$ cat config.mk
export PLATFORM = sky130hd
export DESIGN_NAME = axi4_lite_regfile_slave_flat
export DESIGN_NICKNAME = d
export VERILOG_FILES = /design/src/rtl/axi4_lite_pkg.sv /design/src/rtl/axi4_lite_regfile_slave_if.sv /design/src/rtl/axi4_lite_addr_decode.sv /design/src/rtl/axi4_lite_regfile_slave.sv /design/src/flat_wrapper.sv
export SDC_FILE = /design/constraint.sdc
export NUM_CORES = 1
export LEC_CHECK = 0
export CAP_MARGIN = 20
export CORE_MARGIN = 1
export CORE_UTILIZATION = 55
export DETAILED_ROUTE_END_ITERATION = 8
export GPL_ROUTABILITY_DRIVEN = 0
export PLACE_DENSITY = 0.85
export SKIP_CTS_REPAIR_TIMING = 1
export SLEW_MARGIN = 20
export SYNTH_ARGS = -nofsm -noshare
export SYNTH_HDL_FRONTEND = slang
export SYNTH_SLANG_ARGS = --single-unit
$ cat constraint.sdc
create_clock -name ACLK -period 3.1 [get_ports ACLK]
set_input_delay 0.62 -clock ACLK [delete_from_list [all_inputs] [get_ports ACLK]]
set_output_delay 0.62 -clock ACLK [all_outputs]
set_load 0.005 [all_outputs]
$ cat src/rtl/axi4_lite_pkg.sv
// Shared types and constants for the AXI4-Lite register-bank responder.
// Holds the response encoding, the ID word, the FSM state encodings and a byte-lane merge helper.
package axi4_lite_pkg;

    typedef enum logic [1:0] {
        OKAY   = 2'b00,
        EXOKAY = 2'b01,
        SLVERR = 2'b10,
        DECERR = 2'b11
    } axi_resp_t;

    localparam logic [31:0] REGFILE_ID = 32'h4158_4C01;

    typedef enum logic [1:0] {
        W_IDLE   = 2'd0,
        W_COMMIT = 2'd1,
        W_RESP   = 2'd2
    } w_state_e;

    typedef enum logic [0:0] {
        R_IDLE = 1'b0,
        R_DATA = 1'b1
    } r_state_e;

    // Lanes with a clear strobe bit keep their old contents.
    function automatic logic [31:0] merge_lanes(input logic [31:0] old_word,
                                                input logic [31:0] new_word,
                                                input logic [3:0]  strb);
        logic [31:0] result;
        result = old_word;
        for (int b = 0; b < 4; b++) begin
            if (strb[b]) begin
                result[8*b +: 8] = new_word[8*b +: 8];
            end
        end
        return result;
    endfunction

endpackage

$ cat src/rtl/axi4_lite_regfile_slave_if.sv
// AXI4-Lite bus bundle between a master and the register-bank responder.
// Every channel: a transfer happens on the rising edge where VALID and READY are both high;
// VALID and its payload hold steady until then, and READY may change freely while VALID is low.
interface axi4_lite_regfile_slave_if #(
    parameter int ADDRESS    = 32,
    parameter int DATA_WIDTH = 32
);
    logic [ADDRESS-1:0]      S_AWADDR;
    logic                    S_AWVALID;
    logic                    S_AWREADY;
    logic [DATA_WIDTH-1:0]   S_WDATA;
    logic [DATA_WIDTH/8-1:0] S_WSTRB;
    logic                    S_WVALID;
    logic                    S_WREADY;
    logic [1:0]              S_BRESP;
    logic                    S_BVALID;
    logic                    S_BREADY;
    logic [ADDRESS-1:0]      S_ARADDR;
    logic                    S_ARVALID;
    logic                    S_ARREADY;
    logic [DATA_WIDTH-1:0]   S_RDATA;
    logic [1:0]              S_RRESP;
    logic                    S_RVALID;
    logic                    S_RREADY;

    modport slave (
        input  S_AWADDR, S_AWVALID, S_WDATA, S_WSTRB, S_WVALID, S_BREADY,
               S_ARADDR, S_ARVALID, S_RREADY,
        output S_AWREADY, S_WREADY, S_BRESP, S_BVALID, S_ARREADY,
               S_RDATA, S_RRESP, S_RVALID
    );

    modport master (
        output S_AWADDR, S_AWVALID, S_WDATA, S_WSTRB, S_WVALID, S_BREADY,
               S_ARADDR, S_ARVALID, S_RREADY,
        input  S_AWREADY, S_WREADY, S_BRESP, S_BVALID, S_ARREADY,
               S_RDATA, S_RRESP, S_RVALID
    );

endinterface

$ cat src/rtl/axi4_lite_addr_decode.sv
// Combinational address decode shared by the write and read paths.
// Out-of-range beats misalignment; in-range aligned addresses yield a word index.
module axi4_lite_addr_decode
    import axi4_lite_pkg::*;
#(
    parameter int ADDRESS  = 32,
    parameter int NUM_REGS = 16
) (
    input  logic [ADDRESS-1:0]          addr,
    output logic [$clog2(NUM_REGS)-1:0] idx,
    output axi_resp_t                   resp
);
    localparam int IDX_W = $clog2(NUM_REGS);
    localparam logic [ADDRESS-1:0] LIMIT = ADDRESS'(NUM_REGS * 4);

    always_comb begin
        idx = addr[2 +: IDX_W];
        if (addr >= LIMIT) begin
            resp = DECERR;
        end else if (addr[1:0] != 2'b00) begin
            resp = SLVERR;
        end else begin
            resp = OKAY;
        end
    end

endmodule

$ cat src/rtl/axi4_lite_regfile_slave.sv
// AXI4-Lite responder with a built-in register bank; register 0 is a read-only ID word.
// AW and W are captured independently, committed together, and answered on B; reads answer on R.
module axi4_lite_regfile_slave
    import axi4_lite_pkg::*;
#(
    parameter int DATA_WIDTH = 32,
    parameter int ADDRESS    = 32,
    parameter int NUM_REGS   = 16
) (
    input  logic                       ACLK,
    input  logic                       ARESETN,
    axi4_lite_regfile_slave_if.slave   s,
    output logic [1:0]                 w_state_dbg,
    output logic                       r_state_dbg
);
    localparam int IDX_W = $clog2(NUM_REGS);

    localparam logic [1:0] ST_W_IDLE   = W_IDLE;
    localparam logic [1:0] ST_W_COMMIT = W_COMMIT;
    localparam logic [1:0] ST_W_RESP   = W_RESP;
    localparam logic       ST_R_IDLE   = R_IDLE;
    localparam logic       ST_R_DATA   = R_DATA;

    logic [DATA_WIDTH-1:0]   regs [NUM_REGS];

    logic [1:0]              w_state;
    logic                    aw_full;
    logic                    w_full;
    logic [ADDRESS-1:0]      awaddr_q;
    logic [DATA_WIDTH-1:0]   wdata_q;
    logic [3:0]              wstrb_q;
    logic                    bvalid_q;
    axi_resp_t               bresp_q;

    logic                    r_state;
    logic                    rvalid_q;
    axi_resp_t               rresp_q;
    logic [DATA_WIDTH-1:0]   rdata_q;

    logic                    aw_ready;
    logic                    w_ready;
    logic                    ar_ready;
    logic                    aw_hs;
    logic                    w_hs;
    logic                    ar_hs;

    logic [IDX_W-1:0]        aw_idx;
    axi_resp_t               aw_dec_resp;
    axi_resp_t               w_resp;
    logic [IDX_W-1:0]        ar_idx;
    axi_resp_t               ar_resp;
    logic [DATA_WIDTH-1:0]   rd_word;

    // READYs are forced low in reset so nothing is accepted before the flags are known clear.
    assign aw_ready = ARESETN && !aw_full && !bvalid_q;
    assign w_ready  = ARESETN && !w_full  && !bvalid_q;
    assign ar_ready = ARESETN && !rvalid_q;

    assign aw_hs = s.S_AWVALID && aw_ready;
    assign w_hs  = s.S_WVALID  && w_ready;
    assign ar_hs = s.S_ARVALID && ar_ready;

    assign s.S_AWREADY = aw_ready;
    assign s.S_WREADY  = w_ready;
    assign s.S_BVALID  = bvalid_q;
    assign s.S_BRESP   = bresp_q;
    assign s.S_ARREADY = ar_ready;
    assign s.S_RVALID  = rvalid_q;
    assign s.S_RRESP   = rresp_q;
    assign s.S_RDATA   = rdata_q;

    assign w_state_dbg = w_state;
    assign r_state_dbg = r_state;

    axi4_lite_addr_decode #(
        .ADDRESS  (ADDRESS),
        .NUM_REGS (NUM_REGS)
    ) u_aw_decode (
        .addr (awaddr_q),
        .idx  (aw_idx),
        .resp (aw_dec_resp)
    );

    axi4_lite_addr_decode #(
        .ADDRESS  (ADDRESS),
        .NUM_REGS (NUM_REGS)
    ) u_ar_decode (
        .addr (s.S_ARADDR),
        .idx  (ar_idx),
        .resp (ar_resp)
    );

    // The ID word at index 0 decodes fine but refuses writes.
    always_comb begin
        w_resp = aw_dec_resp;
        if (aw_dec_resp == OKAY && aw_idx == '0) begin
            w_resp = SLVERR;
        end
    end

    always_comb begin
        rd_word = '0;
        if (ar_resp == OKAY) begin
            rd_word = (ar_idx == '0) ? REGFILE_ID : regs[ar_idx];
        end
    end

    always_ff @(posedge ACLK) begin
        if (!ARESETN) begin
            w_state  <= ST_W_IDLE;
            aw_full  <= 1'b0;
            w_full   <= 1'b0;
            awaddr_q <= '0;
            wdata_q  <= '0;
            wstrb_q  <= '0;
            bvalid_q <= 1'b0;
            bresp_q  <= OKAY;
            for (int i = 0; i < NUM_REGS; i++) begin
                regs[i] <= '0;
            end
        end else begin
            case (w_state)
                ST_W_IDLE: begin
                    if (aw_hs) begin
                        aw_full  <= 1'b1;
                        awaddr_q <= s.S_AWADDR;
                    end
                    if (w_hs) begin
                        w_full  <= 1'b1;
                        wdata_q <= s.S_WDATA;
                        wstrb_q <= s.S_WSTRB;
                    end
                    if ((aw_full || aw_hs) && (w_full || w_hs)) begin
                        w_state <= ST_W_COMMIT;
                    end
                end
                ST_W_COMMIT: begin
                    if (w_resp == OKAY) begin
                        regs[aw_idx] <= merge_lanes(regs[aw_idx], wdata_q, wstrb_q);
                    end
                    aw_full  <= 1'b0;
                    w_full   <= 1'b0;
                    bvalid_q <= 1'b1;
                    bresp_q  <= w_resp;
                    w_state  <= ST_W_RESP;
                end
                ST_W_RESP: begin
                    if (s.S_BREADY) begin
                        bvalid_q <= 1'b0;
                        w_state  <= ST_W_IDLE;
                    end
                end
                default: w_state <= ST_W_IDLE;
            endcase
        end
    end

    // A read on the commit edge samples regs before the nonblocking update lands.
    always_ff @(posedge ACLK) begin
        if (!ARESETN) begin
            r_state  <= ST_R_IDLE;
            rvalid_q <= 1'b0;
            rresp_q  <= OKAY;
            rdata_q  <= '0;
        end else begin
            case (r_state)
                ST_R_IDLE: begin
                    if (ar_hs) begin
                        rvalid_q <= 1'b1;
                        rresp_q  <= ar_resp;
                        rdata_q  <= rd_word;
                        r_state  <= ST_R_DATA;
                    end
                end
                ST_R_DATA: begin
                    if (s.S_RREADY) begin
                        rvalid_q <= 1'b0;
                        r_state  <= ST_R_IDLE;
                    end
                end
                default: r_state <= ST_R_IDLE;
            endcase
        end
    end

endmodule

$ cat src/flat_wrapper.sv
// flat-port wrapper written by rule: the top's interface ports become plain ports
module axi4_lite_regfile_slave_flat import axi4_lite_pkg::*;
#(
    parameter int DATA_WIDTH = 32,
    parameter int ADDRESS    = 32,
    parameter int NUM_REGS   = 16
)
  (ACLK, ARESETN, w_state_dbg, r_state_dbg, s_S_AWADDR, s_S_AWVALID, s_S_WDATA, s_S_WSTRB, s_S_WVALID, s_S_BREADY, s_S_ARADDR, s_S_ARVALID, s_S_RREADY, s_S_AWREADY, s_S_WREADY, s_S_BRESP, s_S_BVALID, s_S_ARREADY, s_S_RDATA, s_S_RRESP, s_S_RVALID);
  axi4_lite_regfile_slave_if #(.ADDRESS(ADDRESS), .DATA_WIDTH(DATA_WIDTH)) s_i ();
  input  logic ACLK;
  input  logic ARESETN;
  output logic [1:0] w_state_dbg;
  output logic r_state_dbg;
  input wire logic [$bits(s_i.S_AWADDR)-1:0] s_S_AWADDR;
  input wire logic [$bits(s_i.S_AWVALID)-1:0] s_S_AWVALID;
  input wire logic [$bits(s_i.S_WDATA)-1:0] s_S_WDATA;
  input wire logic [$bits(s_i.S_WSTRB)-1:0] s_S_WSTRB;
  input wire logic [$bits(s_i.S_WVALID)-1:0] s_S_WVALID;
  input wire logic [$bits(s_i.S_BREADY)-1:0] s_S_BREADY;
  input wire logic [$bits(s_i.S_ARADDR)-1:0] s_S_ARADDR;
  input wire logic [$bits(s_i.S_ARVALID)-1:0] s_S_ARVALID;
  input wire logic [$bits(s_i.S_RREADY)-1:0] s_S_RREADY;
  output wire logic [$bits(s_i.S_AWREADY)-1:0] s_S_AWREADY;
  output wire logic [$bits(s_i.S_WREADY)-1:0] s_S_WREADY;
  output wire logic [$bits(s_i.S_BRESP)-1:0] s_S_BRESP;
  output wire logic [$bits(s_i.S_BVALID)-1:0] s_S_BVALID;
  output wire logic [$bits(s_i.S_ARREADY)-1:0] s_S_ARREADY;
  output wire logic [$bits(s_i.S_RDATA)-1:0] s_S_RDATA;
  output wire logic [$bits(s_i.S_RRESP)-1:0] s_S_RRESP;
  output wire logic [$bits(s_i.S_RVALID)-1:0] s_S_RVALID;
  assign s_i.S_AWADDR = s_S_AWADDR;
  assign s_i.S_AWVALID = s_S_AWVALID;
  assign s_i.S_WDATA = s_S_WDATA;
  assign s_i.S_WSTRB = s_S_WSTRB;
  assign s_i.S_WVALID = s_S_WVALID;
  assign s_i.S_BREADY = s_S_BREADY;
  assign s_i.S_ARADDR = s_S_ARADDR;
  assign s_i.S_ARVALID = s_S_ARVALID;
  assign s_i.S_RREADY = s_S_RREADY;
  assign s_S_AWREADY = s_i.S_AWREADY;
  assign s_S_WREADY = s_i.S_WREADY;
  assign s_S_BRESP = s_i.S_BRESP;
  assign s_S_BVALID = s_i.S_BVALID;
  assign s_S_ARREADY = s_i.S_ARREADY;
  assign s_S_RDATA = s_i.S_RDATA;
  assign s_S_RRESP = s_i.S_RRESP;
  assign s_S_RVALID = s_i.S_RVALID;
  axi4_lite_regfile_slave #(.DATA_WIDTH(DATA_WIDTH), .ADDRESS(ADDRESS), .NUM_REGS(NUM_REGS)) u_core (.ACLK(ACLK), .ARESETN(ARESETN), .s(s_i), .w_state_dbg(w_state_dbg), .r_state_dbg(r_state_dbg));
endmodule
==> Word-level counts from Yosys, hierarchy flattened <==
Memories as Yosys holds them, arrays and structs flattened.
Cells that the tools add are included.
{ "totals": {"reg_bits": 111, "latch_bits": 0, "ram_bits": 512, "mem_bits_ro": 0, "input_bits": 107, "out_inout_bits": 44, "word_cells": 113, "mem_count": 1} }
{ "mem_list": {"columns": ["name", "words", "width", "rd", "rd_ports_with_merged_regs", "wr", "line_no", "source"], "rows": [
  ["u_core.regs", 16, 32, 1, 0, 16, "axi4_lite_regfile_slave.sv:24", "logic [DATA_WIDTH-1:0] regs [NUM_REGS];"]
]} }
{ "classes": {"addsub": 0, "n_mul": 0, "div": 0, "order_cmp": 2, "eq_ne": 12, "shift": 0, "mux": 46, "bitwise": 1, "n_reduce_logical": 39} }
{ "op_table": {"columns": ["op", "count"], "rows": [
  ["$mux W8", 16],
  ["$mux W32", 3],
  ["$ge A32 B7 Y1 const B", 2],
  ["$reduce_or A32 Y1", 1],
  ["$reduce_and A2 Y1", 12],
  ["$ne A4 B4 Y1 const B", 4],
  ["$mux W2", 7],
  ["$mux W1", 12],
  ["$logic_and A1 B1 Y1", 10],
  ["$pmux W1 S2", 5],
  ["$logic_not A2 Y1", 4],
  ["$logic_not A4 Y1", 2],
  ["$mux W4", 2],
  ["$ne A2 B1 Y1 const B", 4],
  ["$reduce_bool A2 Y1", 4],
  ["$pmux W2 S3", 1],
  ["$logic_not A1 Y1", 4],
  ["$ne A2 B2 Y1 const B", 2],
  ["$eq A2 B1 Y1 const B", 1],
  ["$eq A2 B2 Y1 const B", 1],
  ["$logic_or A1 B1 Y1", 2],
  ["$not A1 Y1", 1]
]} }

==> Depth between registers and ports, before layout <==
{ "logic_depth": {"ltp_word": 14, "ltp_mapped": 8, "depth_no_buf": 4} }

==> Cells and area by module <==
A second synthesis with hierarchy kept.
{ "unflattened": {"cells_unflattened": 1957, "hier_area_um2": 27183.6} }
{ "by_module_without_submodules": {"columns": ["mod", "n_inst", "cells_each", "area_per_inst_um2", "seq_area_each_um2"], "rows": [
  ["axi4_lite_regfile_slave", 1, 1925, 26978.4, 17416.7],
  ["axi4_lite_addr_decode", 2, 16, 102.6, 0.0]
]} }

==> Worst setup path after synthesis <==
No wires, ideal clock.
{ "synth_path": {"kind": "register to register", "startpoint": "reg u_core.w_state[0] (netlist: u_core.w_state_dbg[0])", "endpoint": "mem u_core.regs[15][0], enable pin", "setup_time_ps": 384, "t_arrival_ps": 2049, "required_time_ps": 2716, "slack_ps": 667, "path_stages_with_launch": 7, "n_path_buf": 2, "synth_period_minus_slack_ps": 2433, "cell_sequence": "dfxtp_1 nor2b_1 clkbuf_1 and3_1 nand4_4 clkbuf_1 o21ai_0"} }
{ "synth_lines": {"columns": ["item", "line_no", "source"], "rows": [
  ["start: declaration", "axi4_lite_regfile_slave.sv:26", "logic [1:0] w_state;"],
  ["start signal: assignment", "axi4_lite_regfile_slave.sv:110", "w_state <= ST_W_IDLE;"],
  ["start signal: assignment", "axi4_lite_regfile_slave.sv:134", "w_state <= ST_W_COMMIT;"],
  ["start signal: assignment", "axi4_lite_regfile_slave.sv:145", "w_state <= ST_W_RESP;"],
  ["end: declaration", "axi4_lite_regfile_slave.sv:24", null]
]} }

==> metrics.cfg <==
[outcome]
run_status=finished, final reports clean

[pwr]
finalPower_mw=18.1
peakVddDrop_uv=401
p_per_area_mw_per_mm2=563
power.leakage_nw=10.4

[global_route]
grt_max_degree=136
grt_usage_pct=28.6
grt_pass1_vias=18200
antenna_found_initial=2
overflow=0
grt_pass1_wl_um=109000

[route]
avgRoutedWirePerCell_um=25.3
drc_errors=0
drt_iter0_drc=2567
first_pass_iters=5
via_per_inst=6.51
ant_nets=0
num_vias=18700
totalWireLength_um=72500

[setup_path]
cp_max_fo=30
cp_slowest_cell=and4_1
crit_top_cell=buf_4
worstSetupPathType=reg -> reg
cp-start-kind=flop
path_buf_inv=3
path_delay_family=simple AND/OR/NAND/NOR gates
crit_path_max_incr_delay_ns=0.40
cp_cell_sequence=nor4_1 -> and4_1 -> buf_4 -> nand4_4 -> buf_12 -> o21ai_0 -> buf_4
end_kind=flop
crit_arrival_ns=3.00
crit_required_ns=3.41

[die]
die_width_um=226
core_sq_mm=0.0493
start_util_pct=56.1
dieHeight_um=226
die-area_sq_mm=0.0511
ios=151
num_rows=81

[sta]
finalSetupViolations=0
skew_ns=0.0202
layout_setup_ws_ns=0.416
slew_headroom_pct=34.9
min_period_over_period_pct=86.6
fin_crit_ns=2.68
tns_ns=0
fmax_mhz=373
rsz0062_at_grt=false
worst_pin_slew_ns=0.974
slew_viol_final=0
hold_violations=0

[clock_network]
cts_tree=built
cts_sinks=616
h-tree-depth=2
path_clk_slew_ns=0.06
cts_buffers=59
insertion_delay_ns=0.62
clock_path_buffers=3
root_buffer=clkbuf_16

[logic_synthesis]
synth_seq_area_share_pct=63.0
synth_warnings=0
ys_ff_latch=616
synth_edf_count=505
syn_avg_cell_area_sq_um=13.9
synthTopCellsByArea=edfxtp_1, mux4_2, dfxtp_1
synth_most_common_cell=edfxtp_1
syn_area_sq_mm=0.0276
netlist.area_leader.share_pct=54.9
ys.flop_type=edfxtp_1
synthCells=1992
synth_common_cells=edfxtp_1, nor3_1, nor3_2
async_flop_share_pct=0
yosysTopAreaCell=edfxtp_1
yosys.cell_types.count=44

[worst_hold_path]
hold_path.class=in -> reg

[finish]
drive_gt1_share_pct=27.0
nNetsFinal=2266
area_growth_pct=16.9
fin_util_pct=65.5
final_area_sq_mm=0.0323
nFillCells=3340

[place]
placed_area_sq_mm=0.0303
hpwlAfterDp_um=48300
pre_cts_ws_ns=0.331
port_buffers=150

[job]
drv_cap=0

==> metal layers <==
metal | global-route usage [%] | part of all wire (%) | vias up
met5 | 0 | 0 | -
met4 | 9.90 | 3.1 | 0
met3 | 7.52 | 13 | 183
met2 | 45.4 | 48 | 1432
met1 | 38.3 | 36 | 9154
li1 | - | - | 7930
==> stage by stage <==
step / hold WS [ns] / cells
after floorplan: 0.432 / 2016
after global placement: 0.440 / 2762
after detailed placement: 0.446 / 2762
after CTS: 0.320 / 2871
after global routing: 0.343 / 2872
final: 0.340 / 2872
==> state kept, by name (all words and copies together), names as in the netlist <==
signal and count:
u_core.s.S_RDATA 32, u_core.regs 505, u_core.s.S_BRESP 2, u_core.s.S_RRESP 2, u_core.s.S_RVALID 1, u_core.w_state_dbg 2, u_core.wdata_q 32, u_core.s.S_BVALID 1
u_core.awaddr_q 32, u_core.r_state_dbg 1, u_core.aw_full 1, u_core.wstrb_q 4, u_core.w_full 1
==> final cells by class <==
cell class	instances	area [sq um]	share of cell area, %
multi-input combinational	1142	9160	28.4
antenna	1	2.50	0.00776
sequential	616	17400	53.9
timing repair buffer	304	2770	8.60
inverter	36	135	0.419
clock inverter	31	282	0.873
tap	664	831	2.58
clock buffer	78	1690	5.22
==> placed cells by master (no fill, tap or decap), drive strengths merged, types with 2 or more instances in the layout <==
cell type | Yosys | layout
a22oi | 38 | 38
a32o | 7 | 7
nor2b | 12 | 12
buf | 76 | 157
clkbuf | 146 | 79
nor3 | 481 | 481
o2bb2ai | 7 | 7
nor4 | 14 | 14
clkinv | 1 | 20
nand4 | 8 | 8
clkdlybuf4s50 | 0 | 146
a211o | 2 | 2
o221a | 3 | 3
o22ai | 4 | 4
dfxtp | 111 | 111
conb | 1 | 25
nor2 | 18 | 18
and3 | 7 | 7
inv | 35 | 41
o21ai | 72 | 72
a21oi | 83 | 83
nand2b | 3 | 3
nand3 | 10 | 10
mux4 | 121 | 121
a22o | 23 | 23
nor3b | 3 | 3
nand2 | 171 | 171
edfxtp | 505 | 505
mux2i | 20 | 20
bufinv | 0 | 5
or2 | 2 | 2
==> power by group <==
part / switching [mW] / internal (mW)
Combinational: 0.916 / 0.596
Clock: 3.06 / 4.23
Sequential: 0.128 / 9.22
Total: 4.11 / 14.0
==> logic make-up (layout without fill, tap and decap cells) <==
kind of cell	count (synthesis)	count (layout)	synth area share, %
buffers and inverters	258	449	4.25
multiplexers	141	141	10.6
AND/OR/NAND/NOR	734	734	16.7
flip-flops	616	616	63.0
AO/OA/AOI/OAI	242	242	5.47
other	1	26	0.0136
==> final timing paths <==
path	from	to	slack, ns	depth (start not counted)
setup / recovery	u_core.awaddr_q[29]	u_core.regs[7][22]	0.42	7
hold / removal	ARESETN	u_core.s.S_BRESP[1]	0.34	2
setup reg to reg	u_core.awaddr_q[29]	u_core.regs[7][22]	0.42	7
hold reg to reg	u_core.wdata_q[4]	u_core.wdata_q[4]	0.45	2
No activity file was read; power rests on OpenSTA's default activity.
==> RTL edit, RTL diff (config.mk and constraints unchanged) <==
`NUM_REGS` is set to 16 in 3 places; all go to 8.
--- a/src/rtl/axi4_lite_addr_decode.sv
+++ b/src/rtl/axi4_lite_addr_decode.sv
@@ -5,5 +5,5 @@
 #(
     parameter int ADDRESS  = 32,
-    parameter int NUM_REGS = 16
+    parameter int NUM_REGS = 8
 ) (
     input  logic [ADDRESS-1:0]          addr,
--- a/src/rtl/axi4_lite_regfile_slave.sv
+++ b/src/rtl/axi4_lite_regfile_slave.sv
@@ -6,5 +6,5 @@
     parameter int DATA_WIDTH = 32,
     parameter int ADDRESS    = 32,
-    parameter int NUM_REGS   = 16
+    parameter int NUM_REGS   = 8
 ) (
     input  logic                       ACLK,
--- a/src/flat_wrapper.sv
+++ b/src/flat_wrapper.sv
@@ -4,5 +4,5 @@
     parameter int DATA_WIDTH = 32,
     parameter int ADDRESS    = 32,
-    parameter int NUM_REGS   = 16
+    parameter int NUM_REGS   = 8
 )
   (ACLK, ARESETN, w_state_dbg, r_state_dbg, s_S_AWADDR, s_S_AWVALID, s_S_WDATA, s_S_WSTRB, s_S_WVALID, s_S_BREADY, s_S_ARADDR, s_S_ARVALID, s_S_RREADY, s_S_AWREADY, s_S_WREADY, s_S_BRESP, s_S_BVALID, s_S_ARREADY, s_S_RDATA, s_S_RRESP, s_S_RVALID);
Function: changed (a bounded check fails within 4 cycles, from zero or initial values and one cycle with ARESETN low).
==> RTL edit against the original RTL <==
- synthesized area fell by 48%
- worst hold slack improved by 110 ps
- routed wire length fell by 51%
- power fell by 41%
- critical path type is now input port to output pin
- sequential power fell by 43%
- sequential cell count fell by 258
- utilization rose by 4.9 points
- final area fell by 44%
- critical endpoint is now s_S_AWREADY
- die area fell by 47%
- maximum frequency fell by 4.9%
- largest cell class unchanged
- setup slack got worse by 140 ps
==> RTL edit: results (changes against the original RTL) <==
outcome:
  status: "finished clean"  # unchanged
layout:
  final_layout_size_suffix_gt1_frac: 0.126  # was 0.270
  regMostFlops: "u_core.regs"  # unchanged
  largest_reg_flops: 247  # was 505
  layout.nets: 1481  # was 2266
  stdcell_count: 1734  # was 2872
yosys:
  synth_compound_area_frac: 0.0565  # was 0.0547
  yosysWarnings: 0  # unchanged
  synth_xor_area_frac: 0  # unchanged
  avgSynthCellArea_sq_um: 12.2  # was 13.9 sq um
  synth_mux_area_frac: 0.113  # was 0.106
  synthArstFlopShare: 0  # unchanged
  yosys-top-cells-count: "edfxtp_1 (247), nor2_1 (235), nand2_1 (203)"  # was edfxtp_1 (505), nor3_1 (280), nor3_2 (201)
  synth_area_leaders: "edfxtp_1 (51%), dfxtp_1 (15%), mux4_2 (8.6%)"  # was edfxtp_1 (55%), mux4_2 (9.9%), dfxtp_1 (8.0%)
  yosys_most_used_dff: "edfxtp_1"  # unchanged
  synthAdderAreaFrac: 0  # unchanged
  ys_types: 36  # was 44
  synth_edf_count: 247  # was 505
  ys_seq_area_frac: 0.668  # was 0.630
clocking:
  clkTransAtPathRegs_ps: 60  # about the same
  clk_latency_ps: 520  # was 620 ps
  h-tree-depth: 2  # unchanged
  clk_path_buf_depth: 3  # unchanged
  cts_buffers: 36  # was 59
  ctsRootBufferMaster: "clkbuf_16"  # unchanged
route:
  via_count: 10099  # was 18.7k
  drtIter0Drc: 1113  # was 2567
  firstDrtPassIters: 6  # was 5
  wl_per_cell_um: 20.6  # was 25.3 um
timing:
  skew_ps: 16.4  # was 20.2 ps
  timing.slew.headroom: 0.437  # was 0.349
setup_path:
  cp.arrival_ps: 2200  # was 3000 ps
  crit_fanout: 5  # was 30
  r2r_end: "u_core.regs[6][7]"  # was u_core.regs[7][22]
  worstReg2RegStart: "u_core.awaddr_q[20]"  # was u_core.awaddr_q[29]
  rr_worst_depth: 6  # was 7
  worst-r2r-setup-slack_ps: 530  # was 420 ps
placement:
  io_buffers: 150  # unchanged
  dp_hpwl_mm: 23.1  # was 48.3 mm
grt:
  grt_use_met3: 0.0492  # was 0.0752
  gr-total-overflow: 0  # unchanged
  use_met1: 0.343  # was 0.383
  grt_first_pass_wirelength_mm: 54.7  # was 109 mm
  grt_max_degree: 40  # was 136
  antenna_found_initial: 1  # was 2
  track_usage: 0.274  # was 0.286
  grtUsageMet2: 0.474  # was 0.454
worst_hold_path:
  whs_path_depth: 2  # unchanged
  hold_start: "u_core.s.S_RDATA[11]"  # was ARESETN
  hold_class: "register to register"  # was input port to register
  hold-path-endpoint: "u_core.s.S_RDATA[11]"  # was u_core.s.S_BRESP[1]
pwr:
  ir_drop_v: 0.000517  # was 0.000401 V
  p_int_mw: 8.48  # was 14.0 mW
  p_leak_nw: 6.21  # was 10.4 nW
-- RTL edit: cell types whose count changed in the layout (fill, tap and decap cells not counted), moves of 26 or more --
cell	delta
mux4_2	-66
nand2_1	+37
nor2_1	+218
edfxtp_1	-258
buf_4	-98
nor3_1	-278
a22oi_1	-38
nor3_2	-201
inv_1	-26
-- RTL edit: cells by family (layout without fill, tap and decap cells) --
group / after synthesis / count (layout)
buffers and inverters: 90 / 284
DFF: 358 / 358
and+or+nand+nor: 489 / 489
other: 1 / 25
muxes: 94 / 94
AOI/OAI and AO/OA: 154 / 154
-- RTL edit: cell type report --
cell class / instances / area [sq um]
Antenna cell: 2 / 5.00
Clock buffer: 49 / 1050
Clock inverter: 17 / 225
Fill cell: 1631 / 7530
Inverter: 12 / 45.0
Multi-Input combinational cell: 760 / 4530
Sequential cell: 358 / 9640
Tap cell: 330 / 413
Timing Repair Buffer: 206 / 2030
-- RTL edit: layer usage --
metal,part of all wire,wire [um],up-vias
met3,0.11,3860,65
met5,0,0,-
met1,0.34,12300,4853
met4,0.030,1060,0
met2,0.52,18500,618
li1,-,-,4563
-- RTL edit: worst max-delay path by stage --
stage             from                 end  slack, ps
6_report       ARESETN         s_S_AWREADY        280
5_1_grt        ARESETN         s_S_AWREADY        240
2_1_floorplan  ARESETN   u_core.regs[5][0]        360
4_1_cts        ARESETN         s_S_AWREADY        280
3_3_place_gp   ARESETN  u_core.regs[4][25]        210
3_5_place_dp   ARESETN  u_core.regs[5][13]        140
-- RTL edit: stage by stage --
| stage | hold WS (ps) | setup slack, ps | cell area [sq um] | total power [mW] | util |
|---|---|---|---|---|---|
| 5_1_grt | 472 | 238 | 17900 | 11.1 | 0.704 |
| 3_3_place_gp | 435 | 209 | 16700 | 6.24 | 0.654 |
| 6_report | 449 | 278 | 17900 | 10.8 | 0.704 |
| 2_1_floorplan | 431 | 357 | 14500 | 5.89 | - |
| 3_5_place_dp | 441 | 145 | 16700 | 6.27 | 0.654 |
| 4_1_cts | 454 | 283 | 17900 | 10.8 | 0.704 |
-- RTL edit: power by group through the flow --
stage | combinational (mW) | clock (mW) | sequential [mW]
6_report | 0.806 | 4.61 | 5.37
5_1_grt | 0.867 | 4.82 | 5.39
4_1_cts | 0.806 | 4.63 | 5.37
3_5_place_dp | 0.796 | 0 | 5.47
3_3_place_gp | 0.777 | 0 | 5.46
2_1_floorplan | 0.457 | 0 | 5.43
-- RTL edit: worst max-delay path: stages --
cell and delay, ps:
clkdlybuf4s50_1 600, nor3b_1 400, clkdlybuf4s50_1 580
